**config.mk**
```make
export PLATFORM = sky130hd
export DESIGN_NAME = spi_peripheral_rxfifo
export DESIGN_NICKNAME = d
export VERILOG_FILES = /design/src/rtl/spi_peripheral_rxfifo.sv
export SDC_FILE = /design/constraint.sdc
export NUM_CORES = 1
export LEC_CHECK = 0
export ABC_CLOCK_PERIOD_IN_PS = 2800
export CORE_MARGIN = 3
export CORE_UTILIZATION = 25
export DETAILED_ROUTE_END_ITERATION = 8
export PLACE_DENSITY_LB_ADDON = 0.1
export SYNTH_ARGS = -nofsm -noshare
export SYNTH_HDL_FRONTEND = slang
export SYNTH_SLANG_ARGS = --single-unit
export TNS_END_PERCENT = 5
```
**constraint.sdc**
```tcl
create_clock -name clk -period 2.8 [get_ports clk]
set_clock_uncertainty 0.15 [all_clocks]
set_input_delay 0.7 -clock clk [delete_from_list [all_inputs] [get_ports clk]]
set_output_delay 0.7 -clock clk [all_outputs]
set_load 0.02 [all_outputs]
```
**src/rtl/spi_peripheral_rxfifo.sv**
```systemverilog
// SPI peripheral: synchronised SCLK/COPI/CS, runtime SPI mode, TX holding
// register feeding CIPO, and a first-word-fall-through RX FIFO with sticky
// overflow/timeout status.
module spi_peripheral_rxfifo #(
   parameter int DATA_W         = 8,
   parameter int FIFO_DEPTH     = 16,
   parameter int TIMEOUT_CYCLES = 10000,
   parameter int MSB_FIRST      = 1
) (
   input  logic              clk,
   input  logic              rst,
   input  logic              SCLK,
   input  logic              COPI,
   input  logic              spi_cs_n,
   output logic              CIPO,
   input  logic              cpol,
   input  logic              cpha,
   input  logic              rx_enable,
   input  logic [DATA_W-1:0] tx_data,
   input  logic              tx_load,
   output logic [DATA_W-1:0] rx_data,
   output logic              rx_valid,
   input  logic              rx_ready,
   output logic [15:0]       frame_count,
   output logic              overflow,
   output logic              timeout,
   input  logic              clr_status,
   output logic              busy
);
   localparam int PTR_W = $clog2(FIFO_DEPTH);
   localparam int CNT_W = $clog2(DATA_W + 1);

   typedef enum logic [1:0] {IDLE, SHIFT, COMMIT, ABORT} state_t;

   state_t              r_state;
   logic                r_sclk_s1, r_sclk_s2, r_sclk_s3;
   logic                r_copi_s1, r_copi_s2;
   logic                r_cs_s1, r_cs_s2, r_cs_s3;
   logic                r_cpol, r_cpha;
   logic [CNT_W-1:0]    r_bit_cnt;
   logic [31:0]         r_to_cnt;
   logic [DATA_W-1:0]   r_rx_shift;
   logic [DATA_W-1:0]   r_tx_shift;
   logic [DATA_W-1:0]   r_tx_hold;
   logic                r_cipo;
   logic [15:0]         r_frame_cnt;
   logic                r_overflow, r_timeout;
   logic [DATA_W-1:0]   r_mem [FIFO_DEPTH];
   logic [PTR_W-1:0]    r_wr_ptr, r_rd_ptr;
   logic [PTR_W:0]      r_count;

   logic                w_sclk_rise, w_sclk_fall, w_lead, w_trail;
   logic                w_sample, w_shift, w_cs_low, w_start;
   logic [DATA_W-1:0]   w_rx_next, w_tx_adv, w_hold_adv;
   logic                w_tx_bit, w_hold_bit;
   logic                w_full, w_pop, w_push_ok, w_push;

   // Two-stage synchronisers plus an edge-history stage; CS idles high.
   always_ff @(posedge clk) begin
      if (rst) begin
         r_sclk_s1 <= 1'b0; r_sclk_s2 <= 1'b0; r_sclk_s3 <= 1'b0;
         r_copi_s1 <= 1'b0; r_copi_s2 <= 1'b0;
         r_cs_s1   <= 1'b1; r_cs_s2   <= 1'b1; r_cs_s3   <= 1'b1;
      end else begin
         r_sclk_s1 <= SCLK;     r_sclk_s2 <= r_sclk_s1; r_sclk_s3 <= r_sclk_s2;
         r_copi_s1 <= COPI;     r_copi_s2 <= r_copi_s1;
         r_cs_s1   <= spi_cs_n; r_cs_s2   <= r_cs_s1;   r_cs_s3   <= r_cs_s2;
      end
   end

   assign w_sclk_rise = r_sclk_s2 & ~r_sclk_s3;
   assign w_sclk_fall = ~r_sclk_s2 & r_sclk_s3;
   assign w_lead      = r_cpol ? w_sclk_fall : w_sclk_rise;
   assign w_trail     = r_cpol ? w_sclk_rise : w_sclk_fall;
   assign w_sample    = r_cpha ? w_trail : w_lead;
   assign w_shift     = r_cpha ? w_lead : w_trail;
   assign w_cs_low    = ~r_cs_s2;
   // CS must read low on two consecutive synced samples before a frame opens.
   assign w_start     = ~r_cs_s2 & ~r_cs_s3 & rx_enable;

   assign w_rx_next  = (MSB_FIRST != 0) ? {r_rx_shift[DATA_W-2:0], r_copi_s2}
                                        : {r_copi_s2, r_rx_shift[DATA_W-1:1]};
   assign w_tx_bit   = (MSB_FIRST != 0) ? r_tx_shift[DATA_W-1] : r_tx_shift[0];
   assign w_tx_adv   = (MSB_FIRST != 0) ? {r_tx_shift[DATA_W-2:0], 1'b0}
                                        : {1'b0, r_tx_shift[DATA_W-1:1]};
   assign w_hold_bit = (MSB_FIRST != 0) ? r_tx_hold[DATA_W-1] : r_tx_hold[0];
   assign w_hold_adv = (MSB_FIRST != 0) ? {r_tx_hold[DATA_W-2:0], 1'b0}
                                        : {1'b0, r_tx_hold[DATA_W-1:1]};

   assign w_full    = (r_count == (PTR_W+1)'(FIFO_DEPTH));
   assign w_pop     = rx_valid & rx_ready;
   assign w_push_ok = ~w_full | w_pop;
   assign w_push    = (r_state == COMMIT) & w_push_ok;

   // Frame FSM: shifting, word commit, timeout abort, status flags, TX hold.
   always_ff @(posedge clk) begin
      if (rst) begin
         r_state     <= IDLE;
         r_cpol      <= 1'b0;
         r_cpha      <= 1'b0;
         r_bit_cnt   <= '0;
         r_to_cnt    <= '0;
         r_rx_shift  <= '0;
         r_tx_shift  <= '0;
         r_tx_hold   <= '0;
         r_cipo      <= 1'b0;
         r_frame_cnt <= '0;
         r_overflow  <= 1'b0;
         r_timeout   <= 1'b0;
      end else begin
         // Clear first so a setting event later in this block wins.
         if (clr_status) begin
            r_overflow <= 1'b0;
            r_timeout  <= 1'b0;
         end
         case (r_state)
            IDLE: begin
               r_cipo <= 1'b0;
               if (w_start) begin
                  r_state     <= SHIFT;
                  r_cpol      <= cpol;
                  r_cpha      <= cpha;
                  r_bit_cnt   <= '0;
                  r_to_cnt    <= '0;
                  r_frame_cnt <= '0;
                  // Mode with cpha=0 presents the first bit before any edge.
                  r_cipo      <= w_hold_bit;
                  r_tx_shift  <= cpha ? r_tx_hold : w_hold_adv;
                  r_tx_hold   <= '0;
               end
            end
            SHIFT: begin
               if (!w_cs_low) begin
                  r_state   <= IDLE;
                  r_bit_cnt <= '0;
                  r_to_cnt  <= '0;
                  r_cipo    <= 1'b0;
               end else begin
                  if (w_sample) begin
                     r_rx_shift <= w_rx_next;
                     r_to_cnt   <= '0;
                     if (r_bit_cnt == CNT_W'(DATA_W - 1)) begin
                        r_state   <= COMMIT;
                        r_bit_cnt <= '0;
                     end else begin
                        r_bit_cnt <= r_bit_cnt + CNT_W'(1);
                     end
                  end else if (r_bit_cnt != '0) begin
                     if (r_to_cnt == 32'(TIMEOUT_CYCLES - 1)) begin
                        r_state   <= ABORT;
                        r_timeout <= 1'b1;
                        r_bit_cnt <= '0;
                        r_to_cnt  <= '0;
                     end else begin
                        r_to_cnt <= r_to_cnt + 32'd1;
                     end
                  end else begin
                     r_to_cnt <= '0;
                  end
                  if (w_shift) begin
                     r_cipo     <= w_tx_bit;
                     r_tx_shift <= w_tx_adv;
                  end
               end
            end
            COMMIT: begin
               if (!w_push_ok) r_overflow <= 1'b1;
               if (r_frame_cnt != 16'hFFFF) r_frame_cnt <= r_frame_cnt + 16'd1;
               r_tx_shift <= r_tx_hold;
               r_tx_hold  <= '0;
               r_bit_cnt  <= '0;
               r_to_cnt   <= '0;
               r_state    <= w_cs_low ? SHIFT : IDLE;
            end
            default: begin
               r_cipo <= 1'b0;
               if (!w_cs_low) r_state <= IDLE;
            end
         endcase
         // A host write lands after any transfer out of the holding register.
         if (tx_load) r_tx_hold <= tx_data;
      end
   end

   // FIFO pointers and occupancy; a pop and push together keep the count.
   always_ff @(posedge clk) begin
      if (rst) begin
         r_wr_ptr <= '0;
         r_rd_ptr <= '0;
         r_count  <= '0;
      end else begin
         if (w_push) r_wr_ptr <= r_wr_ptr + PTR_W'(1);
         if (w_pop)  r_rd_ptr <= r_rd_ptr + PTR_W'(1);
         if (w_push && !w_pop)      r_count <= r_count + (PTR_W+1)'(1);
         else if (!w_push && w_pop) r_count <= r_count - (PTR_W+1)'(1);
      end
   end

   // FIFO storage; the head is read combinationally for fall-through.
   always_ff @(posedge clk) begin
      if (w_push) r_mem[r_wr_ptr] <= r_rx_shift;
   end

   assign rx_valid    = (r_count != '0);
   assign rx_data     = rx_valid ? r_mem[r_rd_ptr] : '0;
   assign CIPO        = r_cipo & w_cs_low & ((r_state == SHIFT) | (r_state == COMMIT));
   assign frame_count = r_frame_cnt;
   assign overflow    = r_overflow;
   assign timeout     = r_timeout;
   assign busy        = (r_state != IDLE);
endmodule

```
# [Word-level counts from Yosys, hierarchy flattened]
# Memory sizes are Yosys's and may differ from the RTL's. A register that Yosys moved wholly into a read port is not among the register bits.
# Cells that the tools add are included.
[op_classes] addsub=7 muxes=57 eq_ne=15 reduce_logical=22 n_bitwise=16
[op_table] operator="32-bit two-way mux" n=5
[op_table] operator="32-bit case mux with 3 select lines" n=1
[op_table] operator="8-bit two-way mux" n=7
[op_table] operator="32-bit by 1-bit adder with 32-bit output (second input constant)" n=1
[op_table] operator="32-bit by 14-bit equality test with 1-bit output (second input constant)" n=1
[op_table] operator="16-bit two-way mux" n=2
[op_table] operator="4-bit two-way mux" n=8
[op_table] operator="16-bit case mux with 2 select lines" n=1
[op_table] operator="8-bit case mux with 3 select lines" n=1
[op_table] operator="1-bit two-way mux" n=19
[op_table] operator="16-bit by 1-bit adder with 16-bit output (second input constant)" n=1
[op_table] operator="16-bit != test (second input constant)" n=1
[op_table] operator="8-bit case mux with 2 select lines" n=1
[op_table] operator="2-bit two-way mux" n=7
[op_table] operator="4-bit by 1-bit adder with 4-bit output (second input constant)" n=3
[op_table] operator="4-bit != test (second input constant)" n=3
[op_table] operator="4-bit case mux with 3 select lines" n=1
[op_table] operator="5-bit two-way mux" n=2
[op_table] operator="1-bit bitwise AND" n=8
[op_table] operator="2-bit != test (second input constant)" n=4
[op_table] operator="2-bit AND reduction" n=4
[op_table] operator="4-bit AND reduction" n=2
[op_table] operator="4-bit nonzero test" n=2
[op_table] operator="3-bit != test (second input constant)" n=2
[op_table] operator="18 further kinds" n=30
[totals] n_memories=1 ramBits=128 inputBits=19 output_inout_bits=29 wordCells=141 regBits=104
[memory_table] name="r_mem" depth=16 width=8 rd=1 rd_clocked_by_memory_dff=1 wr=1 line="48" rtl="logic [DATA_W-1:0] r_mem [FIFO_DEPTH];"

# [Longest topological paths before layout]
# Gate-level depths: netlist of run 1.
[depth] ltp_word=8 mapped_depth=13 ltp_nobuf=12

# [Worst setup path after synthesis of run 1]
# OpenSTA, ideal clock, no wires.
[synth_timing] path_kind="reg-to-reg" from="register r_state[0]" to="register r_count[4]" setup_slack_ns=-0.327 stages_incl_launch_ff=14 setup_time_ns=0.071 t_arrival_ns=2.907 period_less_slack_ns=3.127 required_time_ns=2.579 path_buffers=1 path_cell_list="dfxtp_1 -> inv_1 -> ha_1 -> clkbuf_1 -> inv_1 -> a31oi_1 -> ha_1 -> inv_1 -> fa_1 -> a21o_1 -> a21oi_1 -> xnor2_1 -> or3_1 -> a21oi_1"
[synth_via] elab_chain_len=5 elab_cells_between_ends=7 classes_between="eq/ne: 1; mux: 1; bitwise: 1; reduce/logical: 4"
[synth_rtl] element="from (decl)" line="35" rtl="state_t r_state;"
[synth_rtl] element="from (signal assigned)" line="173" rtl="r_state <= w_cs_low ? SHIFT : IDLE;"
[synth_rtl] element="2-bit equality test *" line="93" rtl="assign w_push = (r_state == COMMIT) & w_push_ok;"
[synth_rtl] element="1-bit bitwise AND *" line="93"
[synth_rtl] element="1-bit logical NOT" line="195" rtl="else if (!w_push && w_pop) r_count <= r_count - (PTR_W+1)'(1);"
[synth_rtl] element="1-bit logical AND" line="195"
[synth_rtl] element="2-bit nonzero test (no line)"
[synth_rtl] element="to (signal assigned)" line="194" rtl="if (w_push && !w_pop) r_count <= r_count + (PTR_W+1)'(1);"
[synth_rtl] element="to (signal assigned)" line="195"
[synth_rtl] element="to (decl)" line="50" rtl="logic [PTR_W:0] r_count;"
# Mark *: on every way between the ends. The rest lies on a longest branch, timed or not.
# A chain may end at the register's enable or synchronous reset.

==> metrics.yaml, run 1 <==
floorplan:
  ios: 48
  die_w_um: 208
  dieArea_um2: 43400
  rows: 73
  core-area_um2: 40100
  start_util: 0.255
  die_h_um: 208
clocking:
  cts_buffers: 27
  clk_latency_ns: 0.55
  cts_tree: "built"
  clock-sinks: 236
  cts_buffer_depth: 3
  hold_buffers: 0
  htree_levels: 1
  cts-root-buf: "clkbuf_16"
  path_clk_slew_ns: 0.06
placement:
  dpl.hpwl_um: 16800
  io_buffers: 47
  place_area_um2: 11900
  pre_cts_slack_ns: -0.525
  dp_cells: 1430
  gp_routability_congestion: 0.731
setup_path:
  critPathCaptureType: "output port"
  worst_path_max_delay_cell: "mux4_2"
  path_delay_family: "multiplexers"
  crit_required_ns: 1.95
  critical_path_arrival_ns: 2.50
  path_cells: "buf_12 > buf_12 > mux4_2 > mux4_2 > and2_4 > buf_6"
  crit_buf_inv: 3
  r2r-end: "r_count[4]$_SDFFE_PP0P_"
  r2r-start: "r_count[0]$_SDFFE_PP0P_"
  critPathMaxFanout: 6
  cp.depth: 6
  critical_path_class: "register to output port"
  cp-start-kind: "register"
  reg2reg_depth: 11
  slowest_delay_ns: 0.55
  r2r_slack_ns: 0.15
timing:
  holdWs_ns: 0.257
  hold_viol_final: 0
  min_period_ns: 3.35
  slew_headroom: 0.254
  rsz0062_at_grt: "yes"
  setup_viol: 8
  worstMarginPinSlew_ns: 1.11
  drv_slew: 0
  worst_slack_ns: -0.549
  fin_crit_sh: 1.20
  fmax_mhz: 299
finish:
  antenna_cells: 0
  final_area_um2: 13000
  nets: 978
  multiInputGateArea_um2: 4030
  final_layout_size_suffix_gt1_frac: 0.208
  layout.cells.non_filler: 1486
  register_area_um2: 6010
  num-fill-cells: 4016
  syn2layout_area_growth_pct: 26.9
logic_synthesis:
  syn-cell-area_um2: 10200
  ys_ff_latch: 236
  synth_simple_gate_area_share: 0.159
  yosysMostFrequentCell: "edfxtp_1"
  ys_warn_count: 0
  synth_nets: 867
  synth_area_leaders: "edfxtp_1, dfxtp_1, mux4_2"
  synthAdderAreaFrac: 0.0227
  yosys.area.top_type_share: 0.375
  synthCells: 830
  synth_edf_count: 128
  synth_top_family_by_area: "simple AND/OR/NAND/NOR gates"
  postSynth.asyncResetShare: 0
  synth_cell_types: 56
  synth-compound-area-share: 0.0689
  seq_area_frac_synth: 0.586
  synth.area.mux_share: 0.0992
  synthTopCellsByCount: "edfxtp_1, dfxtp_1, nand2_1"
  synthFlopType: "edfxtp_1"
  syn_avg_cell_area_um2: 12.3
  synth_area_leader_cell: "edfxtp_1"
  yosys.area_share.xor_xnor: 0.0385
pwr:
  vdd_drop_max_v: 0.000464
  leakagePower_nw: 4.30
  power-per-cell-area_nw_per_um2: 698
detailed_routing:
  vias: 6832
  drc: 0
  firstDrtPassIters: 4
  wl_per_cell_um: 17.1
  vias_per_cell: 4.60
  m1WireLength_um: 12300
  wl_met3_um: 704
  routed_wl_um: 25400
  route.met2.wl_um: 11700
  top_layer: "met4"
  drt_iter0_markers: 340
  ant_nets: 0
global_route:
  grt_pass1_wl_um: 41000
  grt_antenna_before_repair: 0
  grt_util_all_layers: 0.117
  overflow: 0
  grt_max_degree: 59
  grt_pass1_vias: 6989
hold_path:
  hold_start: "r_cs_s1$_SDFF_PP1_"
  hold_depth: 1
  worst_hold_path_type: "register to register"
  holdPathEnd: "r_cs_s2$_SDFF_PP1_"
job:
  drv_cap: 0
status:
  outcome: "finished with violations"
  failed_checks: "setup timing"
## worst max-delay path by stage
stage                         from                      end  slack [ns]
after global routing      register               rx_data[7]       -0.63
final                     register               rx_data[3]       -0.55
after detailed placement  rx_ready  r_count[4]$_SDFFE_PP0P_       -0.53
after global placement    rx_ready  r_count[4]$_SDFFE_PP0P_       -0.51
after CTS                 register               rx_data[3]       -0.60
after floorplan           register               rx_data[0]       -0.06
## area by class of cell
class,count,share of cell area
well taps,525,0.0506
clock inverters,14,0.0164
repair buffers,131,0.0998
inverters,16,0.00462
flip-flops and latches,236,0.463
clock buffers,35,0.0559
multi-input cells,529,0.310
## flip-flops by register name, indices dropped and copies added, names as in the netlist, 4 cells and up, named ones only
register	count
frame_count	16
r_bit_cnt	4
r_count	5
r_mem	128
r_rd_ptr	4
r_rx_shift	8
r_to_cnt	32
r_tx_hold	8
r_tx_shift	8
r_wr_ptr	4
## cells by family after synthesis
family,count (synthesis)
simple gates,303
flops,236
compound gates,112
buf+inv,65
mux,51
xor+xnor,45
fa+ha+maj,18
## cell usage in the layout, fill, tap and decap left out, types with 34 or more instances in the layout
cell / synthesis / routed
edfxtp_1: 128 / 128
dfxtp_1: 108 / 107
buf_4: 0 / 70
nand2_1: 56 / 56
nor2_1: 51 / 51
a21oi_1: 53 / 51
mux4_2: 40 / 40
nor3_1: 38 / 38
nand4_1: 34 / 34
clkdlybuf4s50_1: 0 / 34
## routing by layer
layer / GRT usage / vias to the layer above
met5: 0 / -
met4: 0.0321 / 0
met3: 0.0173 / 41
met2: 0.189 / 92
met1: 0.163 / 3334
li1: - / 3365
## per-stage QoR
stage | power, mW | setup TNS [ns] | utilization
final | 9.07 | -4.26 | 0.324
after detailed placement | 5.24 | -9.73 | 0.296
after CTS | 9.21 | -4.71 | 0.323
after floorplan | 4.69 | -0.477 | -
after global placement | 5.24 | -9.47 | 0.296
after global routing | 9.47 | -4.94 | 0.324
## where the power goes
part,total (mW),internal (mW),switching (mW)
Sequential,3.75,3.69,0.0631
Combinational,1.58,0.864,0.713
Clock,3.74,2.29,1.45
## repair_timing
item,in CTS,in global routing
resized for setup,59,6
endpoints found under the setup margin,11,9
buffers inserted,3,1
pin swaps,5,1
cloned,3,0
Note: power is estimated with default switching activity, not from simulation.
==> run 2: changes to the inputs <==
CTS_CLUSTER_SIZE = 12   (was unset)
==> run 2 against run 1 <==
  * The run still ends with setup timing left
  * Critical path depth is the same
  * Global-route usage about the same
  * Routed wire length increased by 0.32%
  * Non-clock buffer count stayed put
  * Critical endpoint unchanged
  * Largest power group unchanged
==> metrics.yaml, run 2 (synthesis gave the netlist of run 1 again) <==
timing:
  fmax_mhz: 298  # was 299 MHz
  worst_slack_ns: -0.550  # was -0.549 ns
  setup_viol: 8  # unchanged
  slew_headroom: 0.266  # was 0.254
  worstMarginPinSlew_ns: 1.09  # was 1.11 ns
  min_period_ns: 3.35  # about the same
  holdWs_ns: 0.256  # was 0.257 ns
  hold_viol_final: 0  # unchanged
  fin_crit_sh: 1.20  # about the same
  rsz0062_at_grt: "yes"  # unchanged
  drv_slew: 0  # unchanged
placement:
  io_buffers: 47  # unchanged
  place_area_um2: 11900  # unchanged
  gp_routability_congestion: 0.731  # unchanged
  dpl.hpwl_um: 16800  # unchanged
  dp_cells: 1430  # unchanged
floorplan:
  die_h_um: 208  # unchanged
  start_util: 0.255  # unchanged
  ios: 48  # unchanged
  dieArea_um2: 43400  # unchanged
  die_w_um: 208  # unchanged
  core-area_um2: 40100  # unchanged
  rows: 73  # unchanged
global_route:
  grt_max_degree: 59  # unchanged
  overflow: 0  # unchanged
  grt_antenna_before_repair: 0  # unchanged
  grt_util_all_layers: 0.117  # about the same
  grt_pass1_wl_um: 41200  # was 41000 um
  grt_pass1_vias: 6997  # was 6989
pwr:
  vdd_drop_max_v: 0.000467  # was 0.000464 V
  switching_power_mw: 2.21  # was 2.22 mW
  leakagePower_nw: 4.29  # was 4.30 nW
  clockPowerShare: 0.403  # was 0.413
  p_sw_frac: 0.248  # was 0.245
  p_seq_frac: 0.420  # was 0.413
  p_int_mw: 6.71  # was 6.84 mW
  power-per-cell-area_nw_per_um2: 688  # was 698 nW/um2
  comb_power_share: 0.177  # was 0.174
finish:
  largest_reg_flops: 128  # unchanged
  final_area_um2: 13000  # about the same
  syn2layout_area_growth_pct: 26.5  # was 26.9%
  nets: 978  # unchanged
  layout.cells.non_filler: 1486  # unchanged
  final_layout_size_suffix_gt1_frac: 0.208  # unchanged
  final_common_cell: "edfxtp_1"  # unchanged
  antenna_cells: 0  # unchanged
  largest_register: "r_mem"  # unchanged
  final_cell_mix: "edfxtp_1, dfxtp_1, buf_4, nand2_1"  # unchanged
hold_path:
  hold_depth: 1  # unchanged
  worst_hold_path_type: "register to register"  # unchanged
detailed_routing:
  firstDrtPassIters: 4  # unchanged
  wl_per_cell_um: 17.2  # was 17.1 um
  vias: 6792  # was 6832
  routed_wl_um: 25500  # was 25400 um
  ant_nets: 0  # unchanged
  drt_iter0_markers: 268  # was 340
  vias_per_cell: 4.57  # was 4.60
  drc: 0  # unchanged
clocking:
  htree_levels: 1  # unchanged
  path_clk_slew_ns: 0.06  # about the same
  clk_latency_ns: 0.55  # about the same
  cts_buffers: 27  # unchanged
  clock-sinks: 236  # unchanged
  cts_tree: "built"  # unchanged
  cts-root-buf: "clkbuf_16"  # unchanged
  cts_buffer_depth: 3  # unchanged
setup_path:
  critical_path_class: "register to output port"  # unchanged
  reg2reg_depth: 11  # unchanged
  critPathCaptureType: "output port"  # unchanged
  critical_path_arrival_ns: 2.50  # about the same
  crit_required_ns: 1.95  # about the same
  critPathMaxFanout: 6  # unchanged
  cp-start-kind: "register"  # unchanged
status:
  outcome: "finished with violations"  # unchanged
  failed_checks: "setup timing"  # unchanged
job:
  drv_cap: 0  # unchanged
==> run 2: cell types whose count changed in the layout (fill, tap and decap cells not counted) <==
cell / previous run / this run
clkinvlp_4: 2 / 1
clkbuf_16: 27 / 28
clkinv_1: 2 / 0
clkbuf_8: 2 / 5
bufinv_16: 5 / 2
clkbuf_1: 6 / 8
==> run 2: worst paths after layout <==
| path | from | to | slack (ns) |
|---|---|---|---|
| setup / recovery | register | rx_data[3] | -0.55 |
| hold / removal | r_cs_s1$_SDFF_PP1_ | r_cs_s2$_SDFF_PP1_ | 0.26 |
| setup reg to reg | r_count[0]$_SDFFE_PP0P_ | r_count[4]$_SDFFE_PP0P_ | 0.15 |
| hold reg to reg | r_cs_s1$_SDFF_PP1_ | r_cs_s2$_SDFF_PP1_ | 0.26 |
==> run 2: critical path, stage by stage, from the launching register on <==
cell	delay, ns
dfxtp_4	0.39
buf_12	0.12
buf_12	0.12
mux4_2	0.55
mux4_2	0.50
and2_4	0.16
buf_6	0.12
==> run 2: power by group through the flow <==
stage / Sequential (mW) / Combinational (mW) / Clock (mW)
2_1_floorplan: 3.80 / 0.888 / 0
3_3_place_gp: 3.81 / 1.43 / 0
3_5_place_dp: 3.81 / 1.43 / 0
4_1_cts: 3.75 / 1.59 / 3.71
5_1_grt: 3.76 / 1.71 / 3.86
6_report: 3.75 / 1.58 / 3.59
==> run 2: repair_timing <==
item	4_1_cts	5_1_grt
gates resized for setup	59	6
endpoints found under the setup margin	11	9
cloned	3	0
pin swaps	5	1
hold buffers	0	0
buffers inserted	3	1
==> run 2: per-stage QoR <==
stage / setup TNS [ns] / total power, mW / util / worst slack [ns]
after CTS: -4.67 / 9.06 / 0.323 / -0.596
after global placement: -9.47 / 5.24 / 0.296 / -0.513
final: -4.27 / 8.92 / 0.323 / -0.550
after detailed placement: -9.73 / 5.24 / 0.296 / -0.525
after floorplan: -0.477 / 4.69 / - / -0.0596
after global routing: -4.92 / 9.33 / 0.323 / -0.624
==> run 2: layer usage <==
| layer | global-route usage | routed length (um) | vias to the layer above |
|---|---|---|---|
| met5 | 0 | 0 | - |
| met4 | 0.0316 | 674 | 0 |
| met1 | 0.163 | 12200 | 3303 |
| met2 | 0.191 | 11800 | 90 |
| met3 | 0.0175 | 764 | 40 |
| li1 | - | - | 3359 |
==> run 2: cell type report <==
type / count / area (um2)
Sequential cell: 236 / 6010
Timing Repair Buffer: 131 / 1300
Multi-Input combinational cell: 529 / 4030
Tap cell: 525 / 657
Fill cell: 4019 / 27100
Inverter: 16 / 60.1
Clock buffer: 41 / 800
Clock inverter: 8 / 108
==> run 3: changes to the inputs <==
ABC_CLOCK_PERIOD_IN_PS = 2750   (was 2800)
SLEW_MARGIN = 20   (was unset)
clock period = 2.75 ns   (was 2.8 ns; I/O delays follow)
==> run 3 against run 2 <==
  * The run still ends with setup timing left
  * Highest routed layer unchanged
  * Sequential share of layout area shrank 0.28 points
  * Core utilization increased by 0.20 points
  * Non-clock buffer count up 1
  * Combinational power rose by 6%
  * Largest power group unchanged
  * Design area rose by 0.62%
  * Sequential power up 2%
  * Global-route usage is essentially flat
  * Critical endpoint is now rx_data[4]
  * First-iteration DRC count is 12% higher
  * Cell count grew 0.13%
==> metrics.yaml, run 3 (synthesis gave the netlist of run 1 again) <==
status:
  outcome: "finished with violations"  # unchanged
  failed_checks: "setup timing"  # unchanged
finish:
  final_layout_size_suffix_gt1_frac: 0.211  # was 0.208
  final_cell_mix: "edfxtp_1, dfxtp_1, buf_4, nand2_1, nor2_1"  # was edfxtp_1, dfxtp_1, buf_4, nand2_1
  nets: 980  # was 978
  largest_register: "r_mem"  # unchanged
  final_common_cell: "edfxtp_1"  # unchanged
  largest_reg_flops: 128  # unchanged
  syn2layout_area_growth_pct: 27.3  # was 26.5%
  antenna_cells: 0  # unchanged
  final_area_um2: 13000  # about the same
  num-fill-cells: 3990  # was 4019
timing:
  min_period_ns: 3.38
  drv_slew: 0  # unchanged
  hold_viol_final: 0  # unchanged
  worst_slack_ns: -0.628  # was -0.550 ns
  fmax_mhz: 296
  fin_crit_sh: 1.23
  worstMarginPinSlew_ns: 0.660  # was 1.09 ns
  slew_headroom: 0.560  # was 0.266
  tns_ns: -4.51  # was -4.27 ns
  rsz0062_at_grt: "yes"  # unchanged
  setup_viol: 8  # unchanged
clocking:
  cts_tree: "built"  # unchanged
  clk_latency_ns: 0.55  # about the same
  hold_buffers: 0  # unchanged
  cts_buffers: 28  # was 27
  path_clk_slew_ns: 0.06  # about the same
  cts_buffer_depth: 3  # unchanged
  cts-root-buf: "clkbuf_16"  # unchanged
  clock-sinks: 236  # unchanged
  htree_levels: 1  # unchanged
floorplan:
  rows: 73  # unchanged
  ios: 48  # unchanged
  die_w_um: 208  # unchanged
  start_util: 0.255  # unchanged
  dieArea_um2: 43400  # unchanged
  die_h_um: 208  # unchanged
  core-area_um2: 40100  # unchanged
setup_path:
  critPathMaxFanout: 6  # unchanged
  path_cells: "buf_12 > buf_12 > mux4_2 > mux4_2 > and2_4 > buf_6"  # unchanged
  critical_path_class: "register to output port"  # unchanged
  cp-start-kind: "register"  # unchanged
  critPathCaptureType: "output port"  # unchanged
  crit_required_ns: 1.91  # was 1.95 ns
  r2r_slack_ns: 0.19  # was 0.15 ns
  critical_path_arrival_ns: 2.54  # was 2.50 ns
  reg2reg_depth: 11  # unchanged
  worst_path_max_delay_cell: "mux4_2"  # unchanged
  slowest_delay_ns: 0.55  # about the same
pwr:
  p_int_mw: 6.71  # about the same
  power-per-cell-area_nw_per_um2: 688  # about the same
  p_sw_frac: 0.253  # was 0.248
  vdd_drop_max_v: 0.000574  # was 0.000467 V
  switching_power_mw: 2.27  # was 2.21 mW
  p_seq_frac: 0.426  # was 0.420
  comb_power_share: 0.187  # was 0.177
  leakagePower_nw: 4.29  # about the same
  clockPowerShare: 0.387  # was 0.403
job:
  drv_cap: 0  # unchanged
detailed_routing:
  drt_iter0_markers: 300  # was 268
  ant_nets: 0  # unchanged
  routed_wl_um: 25500  # about the same
  wl_per_cell_um: 17.1  # was 17.2 um
  vias_per_cell: 4.53  # was 4.57
  vias: 6746  # was 6792
  drc: 0  # unchanged
  firstDrtPassIters: 4  # unchanged
placement:
  pre_cts_slack_ns: -0.476  # was -0.525 ns
  place_area_um2: 12000  # was 11900 um2
  io_buffers: 47  # unchanged
  gp_routability_congestion: 0.724  # was 0.731
  dpl.hpwl_um: 16900  # was 16800 um
global_route:
  grt_max_degree: 47  # was 59
  grt_pass1_wl_um: 41000  # was 41200 um
  grt-busiest-layer: "met2"  # unchanged
  grtUsageMet1: 0.156  # was 0.163
  overflow: 0  # unchanged
  grt_pass1_vias: 6923  # was 6997
  grt_antenna_before_repair: 0  # unchanged
  grt.met3_usage: 0.0173  # was 0.0175
  grt_util_all_layers: 0.117  # about the same
  use_met2: 0.202  # was 0.191
hold_path:
  worst_hold_path_type: "register to register"  # unchanged
  hold_depth: 1  # unchanged
run 3: changes by cell type in the layout (fill, tap and decap cells not counted), moves of 2 or more:
cell / delta
buf_12: +7
and2_4: +2
buf_4: -7
buf_2: -2
clkinv_1: +4
clkbuf_8: -3
and2_1: -2
buf_6: +2
run 3: cell type report:
type	instances	area, um2	share of cell area
clock inverters	12	108	0.00825
repair buffers	132	1410	0.108
inverters	16	60.1	0.00461
multi-input cells	529	4040	0.310
well taps	525	657	0.0504
flip-flops and latches	236	6010	0.461
clock buffers	38	758	0.0581
run 3: power groups by stage:
| stage | clock [mW] | combinational, mW | sequential (mW) |
|---|---|---|---|
| after floorplan | 0 | 0.926 | 3.87 |
| after detailed placement | 0 | 1.48 | 3.88 |
| after global routing | 3.76 | 1.83 | 3.83 |
| after CTS | 3.62 | 1.72 | 3.82 |
| final | 3.47 | 1.68 | 3.82 |
| after global placement | 0 | 1.48 | 3.88 |
run 3: worst max-delay path: cells and delay by family, from the launching register on:
| kind | cells | cell delay [ns] |
|---|---|---|
| mux | 2 | 1.02 |
| simple gates | 1 | 0.17 |
| flops | 1 | 0.41 |
| buf+inv | 3 | 0.38 |
run 3: through the flow:
stage	std cells	hold WS, ns	util	power, mW
6_report	1488	0.273	0.325	8.98
3_5_place_dp	1432	0.263	0.299	5.36
2_1_floorplan	830	0.239	-	4.80
4_1_cts	1488	0.277	0.325	9.16
3_3_place_gp	1432	0.259	0.299	5.36
5_1_grt	1488	0.297	0.325	9.42
run 3: routing by layer:
layer	routed length (um)	share of wire
met5	0	0
met4	570	0.022
met3	759	0.030
met2	12500	0.49
met1	11600	0.46
run 3: what timing repair did:
item	in CTS	in global routing
setup buffers	3	0
endpoints found under the setup margin	11	11
pin swaps	1	0
gates cloned	3	0
resized for setup	67	4
run 3: path summary, 6_finish.rpt:
path,startpoint,to
min reg2reg,r_cs_s1$_SDFF_PP1_,r_cs_s2$_SDFF_PP1_
min,r_cs_s1$_SDFF_PP1_,r_cs_s2$_SDFF_PP1_
max,register,rx_data[4]
max reg2reg,r_count[0]$_SDFFE_PP0P_,r_count[4]$_SDFFE_PP0P_
